===== src/rtl/spi_pkg.sv =====
// Shared types and helpers for the SPI master with chip select.
package spi_pkg;

  typedef enum logic [2:0] {
    IDLE,
    XFER,
    WAIT_NEXT,
    CS_HOLD,
    CS_GAP
  } spi_state_t;

  localparam int EDGES_PER_BYTE = 16;

  // Clock polarity: idle level of SPI_Clk.
  function automatic logic spi_cpol(input logic [1:0] mode);
    return mode[1];
  endfunction

  // Clock phase: 0 = sample on leading edge, 1 = shift on leading edge.
  function automatic logic spi_cpha(input logic [1:0] mode);
    return mode[0];
  endfunction

endpackage


===== src/rtl/spi_clk_gen.sv =====
// SPI clock generator: half-bit divider plus edge counter for one byte.
// Pulses are registered, so they are high in the cycle after the SPI_Clk edge.
module spi_clk_gen
  import spi_pkg::*;
#(
  parameter logic CPOL              = 1'b0,
  parameter int   CLKS_PER_HALF_BIT = 2
) (
  input  logic i_Clk,
  input  logic i_Rst_L,
  input  logic i_En,
  output logic o_SPI_Clk,
  output logic o_Lead,
  output logic o_Trail,
  output logic o_Done
);

  localparam int HW = $clog2(CLKS_PER_HALF_BIT);
  localparam logic [HW-1:0] HALF_LAST = HW'(CLKS_PER_HALF_BIT - 1);

  logic [HW-1:0] half_q;
  logic [4:0]    edge_q;
  logic          clk_q, lead_q, trail_q, done_q;
  logic          edge_now;

  assign edge_now  = i_En && (edge_q < 5'(EDGES_PER_BYTE)) && (half_q == HALF_LAST);
  assign o_SPI_Clk = clk_q;
  assign o_Lead    = lead_q;
  assign o_Trail   = trail_q;
  assign o_Done    = done_q;

  // Divide i_Clk down to SPI edges; odd edges are leading, even are trailing.
  always_ff @(posedge i_Clk) begin
    if (!i_Rst_L) begin
      half_q  <= '0;
      edge_q  <= '0;
      clk_q   <= CPOL;
      lead_q  <= 1'b0;
      trail_q <= 1'b0;
      done_q  <= 1'b0;
    end else begin
      lead_q  <= edge_now && !edge_q[0];
      trail_q <= edge_now && edge_q[0];
      done_q  <= edge_now && (edge_q == 5'(EDGES_PER_BYTE - 1));
      if (!i_En) begin
        half_q <= '0;
        edge_q <= '0;
        clk_q  <= CPOL;
      end else if (edge_now) begin
        half_q <= '0;
        edge_q <= edge_q + 5'd1;
        clk_q  <= ~clk_q;
      end else if (edge_q < 5'(EDGES_PER_BYTE)) begin
        half_q <= half_q + HW'(1);
      end
    end
  end

endmodule


===== src/rtl/spi_master_cs.sv =====
// SPI master with chip select: byte-stream handshake in, MSB-first serial out,
// received bytes returned with a 1-based index inside the CS-low frame.
module spi_master_cs
  import spi_pkg::*;
#(
  parameter  int SPI_MODE          = 0,
  parameter  int CLKS_PER_HALF_BIT = 2,
  parameter  int MAX_BYTES_PER_CS  = 2,
  parameter  int CS_INACTIVE_CLKS  = 1,
  localparam int CW                = $clog2(MAX_BYTES_PER_CS + 1)
) (
  input  logic          i_Clk,
  input  logic          i_Rst_L,
  input  logic [CW-1:0] i_TX_Count,
  input  logic [7:0]    i_TX_Byte,
  input  logic          i_TX_DV,
  output logic          o_TX_Ready,
  output logic [CW-1:0] o_RX_Count,
  output logic          o_RX_DV,
  output logic [7:0]    o_RX_Byte,
  output logic          o_SPI_Clk,
  input  logic          i_SPI_MISO,
  output logic          o_SPI_MOSI,
  output logic          o_SPI_CS_n
);

  localparam logic CPOL = spi_cpol(2'(SPI_MODE));
  localparam logic CPHA = spi_cpha(2'(SPI_MODE));
  localparam int   TMAX = (CLKS_PER_HALF_BIT > CS_INACTIVE_CLKS) ? CLKS_PER_HALF_BIT : CS_INACTIVE_CLKS;
  localparam int   TW   = $clog2(TMAX + 1);

  spi_state_t    state_q, state_d;
  logic          clk_en, ready_d, cs_n_d;
  logic          lead, trail, done;
  logic          accept, more, shift_en, sample_en;
  logic [TW-1:0] tmr_q;
  logic [CW-1:0] total_q, rx_cnt_q;
  logic [7:0]    tx_shift_q, rx_shift_q, rx_byte_q;
  logic          mosi_q, cs_n_q, ready_q, rx_dv_q, byte_done_q;

  // Zero means one byte; anything above the frame limit is clipped to it.
  function automatic logic [CW-1:0] sat_count(input logic [CW-1:0] c);
    if (c == '0) return CW'(1);
    if (c > CW'(MAX_BYTES_PER_CS)) return CW'(MAX_BYTES_PER_CS);
    return c;
  endfunction

  assign accept    = i_TX_DV && ready_q;
  assign more      = (rx_cnt_q + CW'(1)) < total_q;
  assign shift_en  = CPHA ? lead : (trail && !done);
  assign sample_en = CPHA ? trail : lead;

  assign o_TX_Ready = ready_q;
  assign o_RX_Count = rx_cnt_q;
  assign o_RX_DV    = rx_dv_q;
  assign o_RX_Byte  = rx_byte_q;
  assign o_SPI_MOSI = mosi_q;
  assign o_SPI_CS_n = cs_n_q;

  spi_clk_gen #(
    .CPOL              (CPOL),
    .CLKS_PER_HALF_BIT (CLKS_PER_HALF_BIT)
  ) u_clk_gen (
    .i_Clk     (i_Clk),
    .i_Rst_L   (i_Rst_L),
    .i_En      (clk_en),
    .o_SPI_Clk (o_SPI_Clk),
    .o_Lead    (lead),
    .o_Trail   (trail),
    .o_Done    (done)
  );

  // State register.
  always_ff @(posedge i_Clk) begin
    if (!i_Rst_L) state_q <= IDLE;
    else          state_q <= state_d;
  end

  // Next-state logic; a byte finishes two cycles after its last SPI edge.
  always_comb begin
    state_d = state_q;
    case (state_q)
      IDLE:      if (accept) state_d = XFER;
      XFER:      if (byte_done_q) state_d = more ? WAIT_NEXT : CS_HOLD;
      WAIT_NEXT: if (accept) state_d = XFER;
      CS_HOLD:   if (tmr_q == TW'(CLKS_PER_HALF_BIT - 1)) state_d = CS_GAP;
      CS_GAP:    if (tmr_q == TW'(CS_INACTIVE_CLKS - 1)) state_d = IDLE;
      default:   state_d = IDLE;
    endcase
  end

  // Output decode; ready and CS_n are registered from the next state.
  always_comb begin
    clk_en  = (state_q == XFER);
    ready_d = (state_d == IDLE) || (state_d == WAIT_NEXT);
    cs_n_d  = (state_d == IDLE) || (state_d == CS_GAP);
  end

  // Control registers: handshake, CS, timer, byte counter, received byte.
  always_ff @(posedge i_Clk) begin
    if (!i_Rst_L) begin
      cs_n_q      <= 1'b1;
      ready_q     <= 1'b0;
      rx_dv_q     <= 1'b0;
      rx_byte_q   <= '0;
      rx_cnt_q    <= '0;
      mosi_q      <= 1'b0;
      total_q     <= CW'(1);
      tmr_q       <= '0;
      byte_done_q <= 1'b0;
    end else begin
      cs_n_q      <= cs_n_d;
      ready_q     <= ready_d;
      byte_done_q <= done;
      rx_dv_q     <= byte_done_q;
      tmr_q       <= (state_d != state_q) ? '0 : tmr_q + TW'(1);
      if (byte_done_q) begin
        rx_byte_q <= rx_shift_q;
        rx_cnt_q  <= rx_cnt_q + CW'(1);
      end else if (state_q == CS_HOLD && state_d == CS_GAP) begin
        rx_cnt_q  <= '0;
      end
      if (accept && state_q == IDLE) total_q <= sat_count(i_TX_Count);
      if (accept && !CPHA)    mosi_q <= i_TX_Byte[7];
      else if (shift_en)      mosi_q <= tx_shift_q[7];
    end
  end

  // Shift registers; reloaded on every accepted byte so no reset is needed.
  always_ff @(posedge i_Clk) begin
    if (accept)        tx_shift_q <= CPHA ? i_TX_Byte : {i_TX_Byte[6:0], 1'b0};
    else if (shift_en) tx_shift_q <= {tx_shift_q[6:0], 1'b0};
    if (sample_en)     rx_shift_q <= {rx_shift_q[6:0], i_SPI_MISO};
  end

endmodule

===== config.mk =====
export PLATFORM = sky130hd
export DESIGN_NAME = spi_master_cs
export DESIGN_NICKNAME = d
export VERILOG_FILES = /design/src/rtl/spi_pkg.sv /design/src/rtl/spi_clk_gen.sv /design/src/rtl/spi_master_cs.sv
export SDC_FILE = /design/constraint.sdc
export NUM_CORES = 1
export LEC_CHECK = 0
export BUFFER_PORTS_ARGS = -buffer_cell sky130_fd_sc_hd__buf_2
export CORE_ASPECT_RATIO = 2
export CORE_MARGIN = 4
export CORE_UTILIZATION = 35
export CTS_CLUSTER_DIAMETER = 80
export CTS_CLUSTER_SIZE = 30
export DETAILED_ROUTE_END_ITERATION = 8
export HOLD_SLACK_MARGIN = 0.02
export SLEW_MARGIN = 20
export SYNTH_ARGS = -nofsm -noshare
export SYNTH_HDL_FRONTEND = slang
export SYNTH_SLANG_ARGS = --single-unit
export TNS_END_PERCENT = 100

===== constraint.sdc =====
create_clock -name i_Clk -period 2.1 [get_ports i_Clk]
set_input_delay 0.105 -clock i_Clk [delete_from_list [all_inputs] [get_ports i_Clk]]
set_output_delay 0.105 -clock i_Clk [all_outputs]
set_load 0.1 [all_outputs]

# Word level (Yosys, flattened, before mapping)
# Cells that the tools add are included.
# classes
n_bitwise	3
addsub	4
magnitude_cmp	3
div_mod_pow	0
shift	0
n_mul	0
n_reduce_logical	23
mux	23
n_eq_ne	9
# op_table
op	count
$mux 8	2
$mux 2	6
$mux 3	4
$pmux 3 s4	1
$mux 1	10
$eq 3x2->1 const B	3
$logic_and 1x1->1	9
$eq 3x3->1 const B	2
$logic_not 3->1	2
$add 5x1->5 const B	1
$eq 5x4->1 const B	1
$lt 5x5->1 const B	1
$add 2x1->2 const B	2
$logic_not 2->1	2
$reduce_bool 2->1	2
$reduce_or 2->1	2
$eq 3x1->1 const B	1
$ne 3x3->1	1
$not 1->1	3
$reduce_or 3->1	1
$eq 2x1->1 const B	1
$gt 2x2->1 const B	1
$logic_not 1->1	2
$logic_or 1x1->1	2
3 further kinds	3
# totals
latchBits	0
ff_bits	47
ramBits	0
inputBits	14
memories	0
mem_bits_ro	0

# Longest topological paths before layout
# Gate-level depths: netlist (run 1).
# depth
ltp_word	9
mapped_depth	5
ltp_nobuf	5

# By module
# A second synthesis (run 1) with hierarchy kept.
# hier_totals
cells_unflattened	162
hier_area_um2	1888.1
# modules_own_cells
mod	cells_per_inst	seq_area_each_um2	n_inst	area_per_inst_um2
spi_master_cs	122	890.9	1	1505.2
spi_clk_gen	40	200.2	1	382.9

# Least setup slack after synthesis (run 1)
# OpenSTA, ideal clock, no wires.
# synth_timing
kind	register -> register
startpoint	reg rx_cnt_q[0], in the netlist o_RX_Count[0]
endpoint	reg cs_n_q, in the netlist o_SPI_CS_n
path_slack_ns	-0.122
t_required_ns	1.984
stages_incl_launch_ff	6
setup_time_ns	0.116
arrival_time_ns	2.106
path_cell_list	dfxtp_1 xor2_1 ha_1 a21boi_0 o311ai_4 a31o_1
# synth_via
elab_chain_cells	7
elab_cells_between_ends	8
# synth_rtl
item	line	source
start: declaration	spi_master_cs.sv:37	logic [CW-1:0] total_q, rx_cnt_q;
start signal: assignment	spi_master_cs.sv:119	rx_cnt_q <= rx_cnt_q + CW'(1);
$add 2x1->2 *	spi_master_cs.sv:49	assign more = (rx_cnt_q + CW'(1)) < total_q;
$lt 2x2->1 *	spi_master_cs.sv:49	
$mux 1 *	spi_master_cs.sv:84	XFER: if (byte_done_q) state_d = more ? WAIT_NEXT : CS_HOLD;
$mux 3 *	spi_master_cs.sv:84	
$pmux 3 s4 *	spi_master_cs.sv:82	case (state_q)
$eq 3x3->1 / $logic_not 3->1 (equally long branches)	spi_master_cs.sv:96	cs_n_d = (state_d == IDLE) || (state_d == CS_GAP);
$logic_or 1x1->1 *	spi_master_cs.sv:96	
end signal: assignment	spi_master_cs.sv:112	cs_n_q <= cs_n_d;
end: declaration	spi_master_cs.sv:39	logic mosi_q, cs_n_q, ready_q, rx_dv_q, byte_done_q;
# Mark *: on every way between the ends. The rest lies on a longest branch, timed or not.
# A chain may end at the register's enable or synchronous reset.

# Final worst setup path (run 1)
# layout_timing
startpoint	reg rx_cnt_q[1], in the netlist o_RX_Count[1]
endpoint	reg cs_n_q, in the netlist o_SPI_CS_n
# Same word-level chain as after synthesis.

==> run summary, run 1 <==
Crit share post-route: 0.766
HP Class: primary input to flip-flop
H-Tree Level Count: 2
PwrDens: 809 nW/um^2
Initial antenna violation count: 0
# port buffers: 27
FF+latch count, synth: 47
FF/Latch Area: 1090 um^2
Synth-to-Final Area Change: 16.1%
Rel. slew slack: 0.675
Final Max Tran Viols: 0
Core area: 5180 um^2
Root Buffer Master: clkbuf_8
DR WL/cell: 13.5 um
Post-DRT Antenna Nets: 0
Post-CTS setup buffers: 0
Status: completed
Pwr Total: 1.76 mW
Post-Route Setup TNS: 0 ns
Max Clk Rate: 622 MHz
Asr flop ratio synth: 0
Gr ovfl total: 0
Top_reg_cell synth: dfxtp_1
Top-count cell post-synth: dfxtp_1
Die area: 6660 um^2
Final wirelength: 3340 um
Die H: 112 um
Startpoint types: flip-flop
Worst-Margin Slew: 0.486 ns
Final core utilization: 0.420
Syn_nets: 178
Syn avg cell area: 11.8 um^2
Crit-path max FO: 3
Vias per cell: 4.93
CTS tree: built
Vias in the first global route: 1224
Commonest cells post-synth: 32 x dfxtp_1, 15 x edfxtp_1, 14 x nor2_1
DP HPWL: 2480 um
Initial core utilization: 0.362
IO Pins: 29
Post-Syn Instances: 159
Post-synth top area share: 0.342
Detailed Route Iter0 Violations: 24
First-pass GRT wire length: 5540 um
Post-Syn Area: 1880 um^2
Synth unique cells: 39
Pre-antenna DRT Iters: 4
Post-layout min period: 1.61 ns
Ant diodes: 0
Worst Setup Path Type: flip-flop to flip-flop
Standard-cell rows: 37
Multi-input combinational cell area: 721 um^2
Synth area leaders: dfxtp_1 34%, edfxtp_1 24%, mux2i_1 5.3%
Critical path arrival: 1.80 ns
Share of cells above drive strength 1: 0.254
Max-Cap Viols: 0
RSZ-0062 raised after global routing: false
Final hold violation count: 0
EDFF count, synth: 15
Dominant cell type by area after synthesis: dfxtp_1
Worst clock skew: 0.00543 ns
Fill count: 519
Seq/Total Area, Yosys: 0.582
CTS Buf Count: 5
Synth warn: 0
Clock Pin Slew Worst Setup and Hold Paths: 0.09 ns
Worst-Skew Late Latency: 0.30 ns
Placer Congestion: 0.765
Die Width: 59.8 um
Worst EP required: 2.29 ns
Worst setup EP type: flip-flop
Final setup vio count: 0
Leakage: 0.881 nW
Total Nets Final: 207
Largest net degree at the start of global routing: 16
Worst IR drop on VDD: 401 uV
Via Count: 1218
Global-route usage over all layers: 0.108
CTS max path bufs: 2
DRC Markers: 0
CTS Sinks: 47
[metal layers]
layer,global-route usage,part of all wire,vias to the layer above
met5,0,0,-
met4,0.0459,0.019,0
met3,0.0290,0.042,5
met2,0.194,0.55,25
met1,0.111,0.39,571
li1,-,-,617
[repair_timing]
item,CTS,global route
hold endpoints to repair,1,0
resized for setup,0,0
hold buffers,1,0
[report_power, final]
part           leakage [nW]  internal [mW]  total [mW]  switching [mW]
combinational         0.427         0.0484       0.134          0.0855
sequential            0.398          0.956       0.971          0.0146
clock                0.0562          0.355       0.655           0.300
[critical path: stages (launching register included)]
cell      delay, ns
dfxtp_2        0.34
xor2_1         0.17
ha_1           0.27
a21boi_0       0.35
o311ai_4       0.13
a31o_1         0.23
[cell usage in the layout (no fill, tap or decap), types with 3 or more instances in the layout]
master	count
buf_2	27
mux2_2	6
a21oi_1	10
and3_1	5
dfxtp_1	30
nor2_1	14
nand2b_1	4
nand3b_1	3
and2_1	3
nor3_1	5
clkbuf_8	5
nand2_1	3
inv_1	6
edfxtp_1	15
mux2i_1	10
nor2b_1	3
o21ai_0	4
ha_1	5
[flip-flops by register name, indices dropped and copies added, names as in the netlist]
signal	cells
u_clk_gen.o_Trail	1
o_RX_Count	2
u_clk_gen.half_q	1
total_q	2
rx_shift_q	8
o_RX_DV	1
o_TX_Ready	1
u_clk_gen.o_Done	1
o_RX_Byte	8
u_clk_gen.o_SPI_Clk	1
byte_done_q	1
tmr_q	2
tx_shift_q	7
u_clk_gen.edge_q	5
o_SPI_MOSI	1
u_clk_gen.o_Lead	1
o_SPI_CS_n	1
state_q	3
[final cells by class]
type,instances,share of cell area
repair buffers,29,0.0701
clock buffers,5,0.0316
well taps,58,0.0333
clock inverters,3,0.0195
multi-input cells,98,0.331
flip-flops and latches,47,0.502
inverters,7,0.0121
[kinds of logic (layout without fill, tap and decap cells)]
logic type | after synthesis | after routing | synth area share
and+or+nand+nor | 49 | 49 | 0.151
muxes | 16 | 16 | 0.0894
DFF | 47 | 47 | 0.582
buffers and inverters | 14 | 44 | 0.0340
adders and majority gates | 5 | 5 | 0.0334
AOI/OAI and AO/OA | 24 | 24 | 0.0914
xor gates and xnor gates | 4 | 4 | 0.0187
[stage by stage]
step	cell area (um^2)	hold WS (ns)	instances	setup WS, ns
6_report	2180	0.107	247	0.492
5_1_grt	2180	0.0950	247	0.433
2_1_floorplan	1880	0.204	159	0.126
3_5_place_dp	2060	0.287	238	0.535
3_3_place_gp	2060	0.287	238	0.548
4_1_cts	2180	0.0847	247	0.476
[path summary, 6_finish.rpt]
| kind | from | to | slack [ns] | cells past startpoint |
|---|---|---|---|---|
| max | o_RX_Count[1] | o_SPI_CS_n | 0.49 | 5 |
| min | i_TX_Byte[0] | tx_shift_q[1] | 0.11 | 2 |
| max reg2reg | o_RX_Count[1] | o_SPI_CS_n | 0.49 | 5 |
| min reg2reg | rx_shift_q[5] | rx_shift_q[6] | 0.46 | 0 |
(Power assumes the default switching activity.)
==> run 2, diff against run 1 <==
--- a/config.mk
+++ b/config.mk
@@ -5,6 +5,7 @@
 export SDC_FILE = /design/constraint.sdc
 export NUM_CORES = 1
 export LEC_CHECK = 0
+export ABC_AREA = 1
 export BUFFER_PORTS_ARGS = -buffer_cell sky130_fd_sc_hd__buf_2
 export CORE_ASPECT_RATIO = 2
 export CORE_MARGIN = 4
==> constraint.sdc (replaced) <==
create_clock -name i_Clk -period 1.4 [get_ports i_Clk]
set_input_delay 0.07 -clock i_Clk [delete_from_list [all_inputs] [get_ports i_Clk]]
set_output_delay 0.07 -clock i_Clk [all_outputs]
set_load 0.1 [all_outputs]
==> run 2 against run 1 <==
- the run now ends with setup timing left
- routed wire length rose by 6.6%
- cell area rose by 5.5%
- highest routed layer unchanged
- worst hold slack got worse by 0.056 ns
- clock power rose by 19%
- die area fell by 0.12%
- critical path depth rose by 5
- clock-buffer cell count rose by 1
- final cell count rose by 26%
- synthesized cell count rose by 31%
- critical endpoint is now tmr_q[1]
- sequential power rose by 50%
- worst setup slack got worse by 0.50 ns
- sequential share of layout area fell by 2.1 points
==> run summary, run 2 <==
Worst setup EP type: flip-flop
Synth warn: 0 (unchanged)
Syn avg cell area: 9.01 um^2 (-24%)
Final core utilization: 0.443 (+0.0229)
Synth area leaders: dfxtp_1 34%, edfxtp_1 24%, nand2_1 7.4%
CTS tree: built
Root Buffer Master: clkbuf_8
Status: finished, violations left
PwrDens: 1080 nW/um^2 (+34%)
Post-synth top area share: 0.342 (+0.000456)
Vias per cell: 4.74 (-4.0%)
Pwr Total: 2.48 mW (+41%)
Vias in the first global route: 1425 (+16%)
Detailed Route Iter0 Violations: 24 (unchanged)
Standard-cell rows: 37 (unchanged)
Worst-Margin Slew: 0.487 ns (+0.00140 ns)
DR WL/cell: 11.5 um (-15%)
CTS Buf Count: 5 (unchanged)
Post-DRT Antenna Nets: 0 (unchanged)
Initial core utilization: 0.361 (-0.000483)
Die area: 6660 um^2 (-0.12%)
Core area: 5180 um^2 (unchanged)
Seq/Total Area, Yosys: 0.582 (+0.000777)
Dominant cell type by area after synthesis: dfxtp_1
Asr flop ratio synth: 0 (unchanged)
Post-Route Setup TNS: -0.0112 ns (-0.0112 ns)
Syn_nets: 227 (+28%)
Final wirelength: 3570 um (+6.6%)
Top-count cell post-synth: nand2_1
Largest net degree at the start of global routing: 15 (-1)
FF+latch count, synth: 47 (unchanged)
DP HPWL: 2670 um (+7.9%)
Max-Cap Viols: 0 (unchanged)
Leakage: 1.04 nW (+18%)
Via Count: 1468 (+21%)
Ant diodes: 0 (unchanged)
HP Class: primary input to flip-flop
Top_reg_cell synth: dfxtp_1
Die Width: 59.7 um (about the same)
Worst EP required: 1.59 ns (-0.70 ns)
CTS max path bufs: 2 (unchanged)
Worst IR drop on VDD: 795 uV (+98%)
Post-synthesis adder-cell area fraction: 0.0334 (+0.0000446)
H-Tree Level Count: 2 (unchanged)
Post-synthesis simple-gate area fraction: 0.247 (+0.0957)
Placer Congestion: 0.734 (-4.1%)
Final hold violation count: 0 (unchanged)
Gr busiest metal: met2
Worst slack at placement: -0.0162 ns (-0.551 ns)
Most frequent cells in the layout: 37 x nand2_1, 32 x nor2_1, 27 x dfxtp_1, 27 x buf_2, 19 x inv_1
Xor/xnor share of the synthesized area: 0.00935 (-0.00933)
EDFF count, synth: 15 (unchanged)
Setup WS post-layout: -0.00651 ns (-0.498 ns)
RSZ-0062 raised after global routing: true
Met3 usage in global routing: 0.0244 (-0.00464)
# port buffers: 27 (unchanged)
Final Max Tran Viols: 0 (unchanged)
Worst-Skew Late Latency: 0.29 ns (about the same)
Worst Setup Path Type: flip-flop to flip-flop
Violated checks: setup timing
Die H: 111 um (about the same)
Initial antenna violation count: 0 (unchanged)
Synth unique cells: 28 (-28%)
Post-Syn Instances: 208 (+31%)
Crit share post-route: 1.00 (+0.239)
Largest family of logic cells by synthesized area: simple AND/OR/NAND/NOR gates
CTS Sinks: 47 (unchanged)
Grt met1 use: 0.112 (+0.00178)
Post-layout min period: 1.41 ns (-0.202 ns)
Gr ovfl total: 0 (unchanged)
Final setup vio count: 2 (+2)
Share of cells above drive strength 1: 0.294 (+0.0397)
Global-route usage over all layers: 0.114 (+0.00667)
Commonest non-fill, non-tap cell in the layout: nand2_1
Area fraction in compound gates after synthesis: 0.0615 (-0.0299)
Commonest cells post-synth: 37 x nand2_1, 34 x nor2_1, 32 x dfxtp_1
Max Clk Rate: 711 MHz (+14%)
Total Nets Final: 270 (+30%)
Startpoint types: flip-flop
IO Pins: 29 (unchanged)
Post-Syn Area: 1870 um^2 (-0.13%)
Rel. slew slack: 0.677 (+0.00197)
Synth-to-Final Area Change: 22.6%
First-pass GRT wire length: 5940 um (+7.2%)
DRC Markers: 0 (unchanged)
Mux cell area share after synthesis: 0 (-0.0894)
Pre-antenna DRT Iters: 4 (unchanged)
Worst clock skew: 0.00683 ns (+0.00140 ns)
Clock Pin Slew Worst Setup and Hold Paths: 0.08 ns (about the same)
Critical path arrival: 1.60 ns (-0.20 ns)
M2 GR Usage: 0.212 (+0.0188)
Crit-path max FO: 3 (unchanged)
[run 2: changes by cell type after synthesis, moves of 4 or more]
cell,delta
nand2_1,+34
nand2b_1,-4
nand3_1,+5
mux2_2,-6
and3_1,-5
inv_1,+15
nand2_2,+4
o21ai_0,+6
mux2i_1,-10
nor2_1,+20
[run 2: final timing paths]
| kind | to | slack, ns | depth (start not counted) | start |
|---|---|---|---|---|
| setup / recovery | tmr_q[1] | -0.007 | 10 | o_RX_Count[1] |
| hold / removal | tx_shift_q[3] | 0.05 | 3 | i_TX_Byte[2] |
| setup reg to reg | tmr_q[1] | -0.007 | 10 | o_RX_Count[1] |
| hold reg to reg | byte_done_q | 0.43 | 2 | u_clk_gen.o_Done |
[run 2: timing repair]
action	in CTS	in global routing
resized for setup	3	8
hold buffers	1	0
endpoints found under the hold margin	1	0
setup buffers	0	3
pin swaps	0	5
endpoints found under the setup margin	4	5
[run 2: area by class of cell]
class	instances	area, um^2
Clock buffer	6	72.6
Sequential cell	47	1100
Multi-Input combinational cell	131	697
Clock inverter	2	12.5
Inverter	25	93.8
Tap cell	58	72.6
Fill cell	520	2890
Timing Repair Buffer	41	243
[run 2: logic make-up after synthesis]
logic type	Yosys count
AOI/OAI and AO/OA	22
DFF	47
xor gates and xnor gates	2
adders and majority gates	5
buffers and inverters	30
and+or+nand+nor	102
[run 2: worst max-delay path: stages, from the launching register on]
cell	delay [ns]
dfxtp_4	0.35
xor2_2	0.17
ha_1	0.26
nand2_1	0.06
nand2_1	0.06
nand2_2	0.09
nand3_2	0.07
nand2_1	0.06
nand2_1	0.06
nand3_2	0.07
nor2_1	0.04
[run 2: power by group]
part,switching (mW),internal [mW],total [mW]
clock,0.431,0.349,0.780
sequential,0.0203,1.44,1.46
combinational,0.164,0.0774,0.241
total,0.615,1.86,2.48
[run 2: metal layers]
metal | part of all wire | up-vias | wire length [um]
met5 | 0 | - | 0
met4 | 0.017 | 0 | 61
met3 | 0.043 | 4 | 153
met2 | 0.54 | 27 | 1940
met1 | 0.40 | 684 | 1410
li1 | - | 753 | -
[run 2: metrics by stage]
step / instance area (um^2) / hold slack (ns) / instances
3_5_place_dp: 2140 / 0.248 / 298
4_1_cts: 2250 / 0.0426 / 307
6_report: 2300 / 0.0514 / 310
5_1_grt: 2300 / 0.0416 / 310
3_3_place_gp: 2140 / 0.248 / 298
2_1_floorplan: 1880 / 0.169 / 208
==> run 3, diff against run 2 <==
--- a/config.mk
+++ b/config.mk
@@ -5,7 +5,7 @@
 export SDC_FILE = /design/constraint.sdc
 export NUM_CORES = 1
 export LEC_CHECK = 0
-export ABC_AREA = 1
+export ABC_AREA = 0
 export BUFFER_PORTS_ARGS = -buffer_cell sky130_fd_sc_hd__buf_2
 export CORE_ASPECT_RATIO = 2
 export CORE_MARGIN = 4
@@ -13,7 +13,6 @@
 export CTS_CLUSTER_DIAMETER = 80
 export CTS_CLUSTER_SIZE = 30
 export DETAILED_ROUTE_END_ITERATION = 8
-export HOLD_SLACK_MARGIN = 0.02
 export SLEW_MARGIN = 20
 export SYNTH_ARGS = -nofsm -noshare
 export SYNTH_HDL_FRONTEND = slang
==> run 3 against run 2 <==
- the flow still finishes with violations (setup timing)
- clock power decreased by 3%
- largest cell class unchanged
- flip-flop and latch count unchanged
- via count decreased by 16%
- highest routed layer unchanged
- clock skew decreased by 0.0037 ns
- critical path depth decreased by 5
- first-iteration DRC count decreased by 42%
- cell area decreased by 2.2%
==> run summary, run 3 (synthesized netlist as in run 1, its figures left out) <==
Vias in the first global route: 1253 (-12%)
Post-layout min period: 1.41 ns (+0.00567 ns)
CP delay by family, top: compound AO/OA/AOI/OAI gates
Critical path arrival: 1.65 ns (+0.05 ns)
Die area: 6660 um^2 (+0.12%)
Startpoint types: flip-flop
Fill count: 510 (-1.9%)
Largest net degree at the start of global routing: 14 (-1)
Worst-Margin Slew: 0.488 ns (+0.000246 ns)
Final Max Tran Viols: 0 (unchanged)
Critical-path cell list: xor2_2, ha_1, a21boi_4, o311ai_4, a31o_1
Core area: 5180 um^2 (unchanged)
Clock Pin Slew Worst Setup and Hold Paths: 0.08 ns (about the same)
Crit-path max FO: 3 (unchanged)
Crit share post-route: 1.01 (+0.00405)
Worst clock skew: 0.00309 ns (-0.00373 ns)
Worst setup EP type: flip-flop
Synth-to-Final Area Change: 19.7%
Vias per cell: 4.89 (+3.3%)
Violated checks: setup timing
Worst EP required: 1.64 ns (+0.05 ns)
Die Width: 59.8 um (about the same)
CTS Sinks: 47 (unchanged)
Final core utilization: 0.433 (-0.00989)
Worst IR drop on VDD: 860 uV (+8.3%)
Placer Congestion: 0.794 (+8.2%)
Total Nets Final: 213 (-21%)
Max-Cap Viols: 0 (unchanged)
FF/Latch Area: 1100 um^2 (-0.23%)
Post-DRT Antenna Nets: 0 (unchanged)
Final wirelength: 3360 um (-5.9%)
Initial antenna violation count: 0 (unchanged)
Leakage: 0.934 nW (-10%)
CTS tree: built
Worst Path Buf+Inv: 0 (unchanged)
# port buffers: 27 (unchanged)
Max Clk Rate: 708 MHz (-0.40%)
Ant diodes: 0 (unchanged)
Standard-cell rows: 37 (unchanged)
CP max stage cell: dfxtp_4
Via Count: 1238 (-16%)
Final setup vio count: 2 (unchanged)
H-Tree Level Count: 2 (unchanged)
Rel. slew slack: 0.677 (about the same)
Final hold slack: 0.0760 ns (+0.0247 ns)
Share of cells above drive strength 1: 0.292 (-0.00134)
Root Buffer Master: clkbuf_8
IO Pins: 29 (unchanged)
Detailed Route Iter0 Violations: 14 (-42%)
Worst-Skew Late Latency: 0.29 ns (about the same)
RSZ-0062 raised after global routing: true
First-pass GRT wire length: 5490 um (-7.5%)
Worst slack at placement: -0.0238 ns (-0.00760 ns)
Die H: 112 um (about the same)
Worst Setup Path Type: flip-flop to flip-flop
DRC Markers: 0 (unchanged)
CTS Buf Count: 5 (unchanged)
Commonest non-fill, non-tap cell in the layout: dfxtp_1
Multi-input combinational cell area: 764 um^2 (+9.7%)
CP max stage delay: 0.35 ns (about the same)
CTS max path bufs: 2 (unchanged)
Pre-antenna DRT Iters: 4 (unchanged)
Initial core utilization: 0.362 (+0.000483)
Final hold violation count: 0 (unchanged)
PwrDens: 1080 nW/um^2 (+0.34%)
Setup WS post-layout: -0.0122 ns (-0.00567 ns)
HP Class: primary input to flip-flop
Most frequent cells in the layout: 29 x dfxtp_1, 27 x buf_2, 15 x edfxtp_1
DR WL/cell: 13.3 um (+15%)
Status: finished, violations left
Gr ovfl total: 0 (unchanged)
Global-route usage over all layers: 0.106 (-0.00809)
DP HPWL: 2520 um (-5.7%)
==> run 3: cell types whose count changed in the layout (fill, tap and decap cells not counted), sizes merged, moves of 4 or more <==
cell | previous run | this run
buf | 40 | 34
nor2 | 37 | 14
mux2i | 0 | 10
nand2b | 0 | 4
nand3 | 9 | 2
nand2 | 41 | 3
inv | 24 | 7
o21ai | 12 | 4
mux2 | 0 | 6
and3 | 0 | 5
==> run 3: area by class of cell <==
| type | instances | share of cell area |
|---|---|---|
| Clock buffer | 7 | 0.0340 |
| Clock inverter | 1 | 0.00223 |
| Inverter | 7 | 0.0117 |
| Multi-Input combinational cell | 98 | 0.341 |
| Sequential cell | 47 | 0.491 |
| Tap cell | 58 | 0.0323 |
| Timing Repair Buffer | 35 | 0.0881 |
==> run 3: path summary, 6_finish.rpt <==
kind,endpoint,start,slack (ns),cells after the start
hold reg to reg,rx_shift_q[4],rx_shift_q[3],0.46,0
setup / recovery,o_SPI_CS_n,o_RX_Count[1],-0.01,5
hold / removal,total_q[0],i_Rst_L,0.08,2
setup reg to reg,o_SPI_CS_n,o_RX_Count[1],-0.01,5
==> run 3: routing by layer <==
metal,global-route usage,routed length (um),part of all wire,up-vias
li1,-,-,-,625
met1,0.115,1340,0.40,585
met2,0.188,1810,0.54,23
met3,0.0255,150,0.045,5
met4,0.0444,63,0.019,0
met5,0,0,0,-
==> run 3: repair_timing <==
action / 4_1_cts / 5_1_grt
hold endpoints to repair: 1 / 0
hold buffers: 1 / 0
gates cloned: 0 / 0
endpoints found under the setup margin: 3 / 3
setup buffers: 0 / 0
resized for setup: 1 / 0
pin swaps: 0 / 2
==> run 3: report_power, final <==
group,switching [mW],internal [mW],leakage (nW)
Combinational,0.131,0.0880,0.493
Clock,0.410,0.351,0.0422
Sequential,0.0212,1.43,0.399
==> run 3: stage by stage <==
stage / setup TNS, ns / power [mW] / cell area [um^2] / instances
after floorplan: -0.666 / 1.66 / 1930 / 159
after global placement: -0.0383 / 1.70 / 2150 / 244
after detailed placement: -0.0425 / 1.71 / 2150 / 244
after CTS: -0.0439 / 2.48 / 2240 / 253
after global routing: -0.224 / 2.55 / 2240 / 253
final: -0.0192 / 2.43 / 2240 / 253
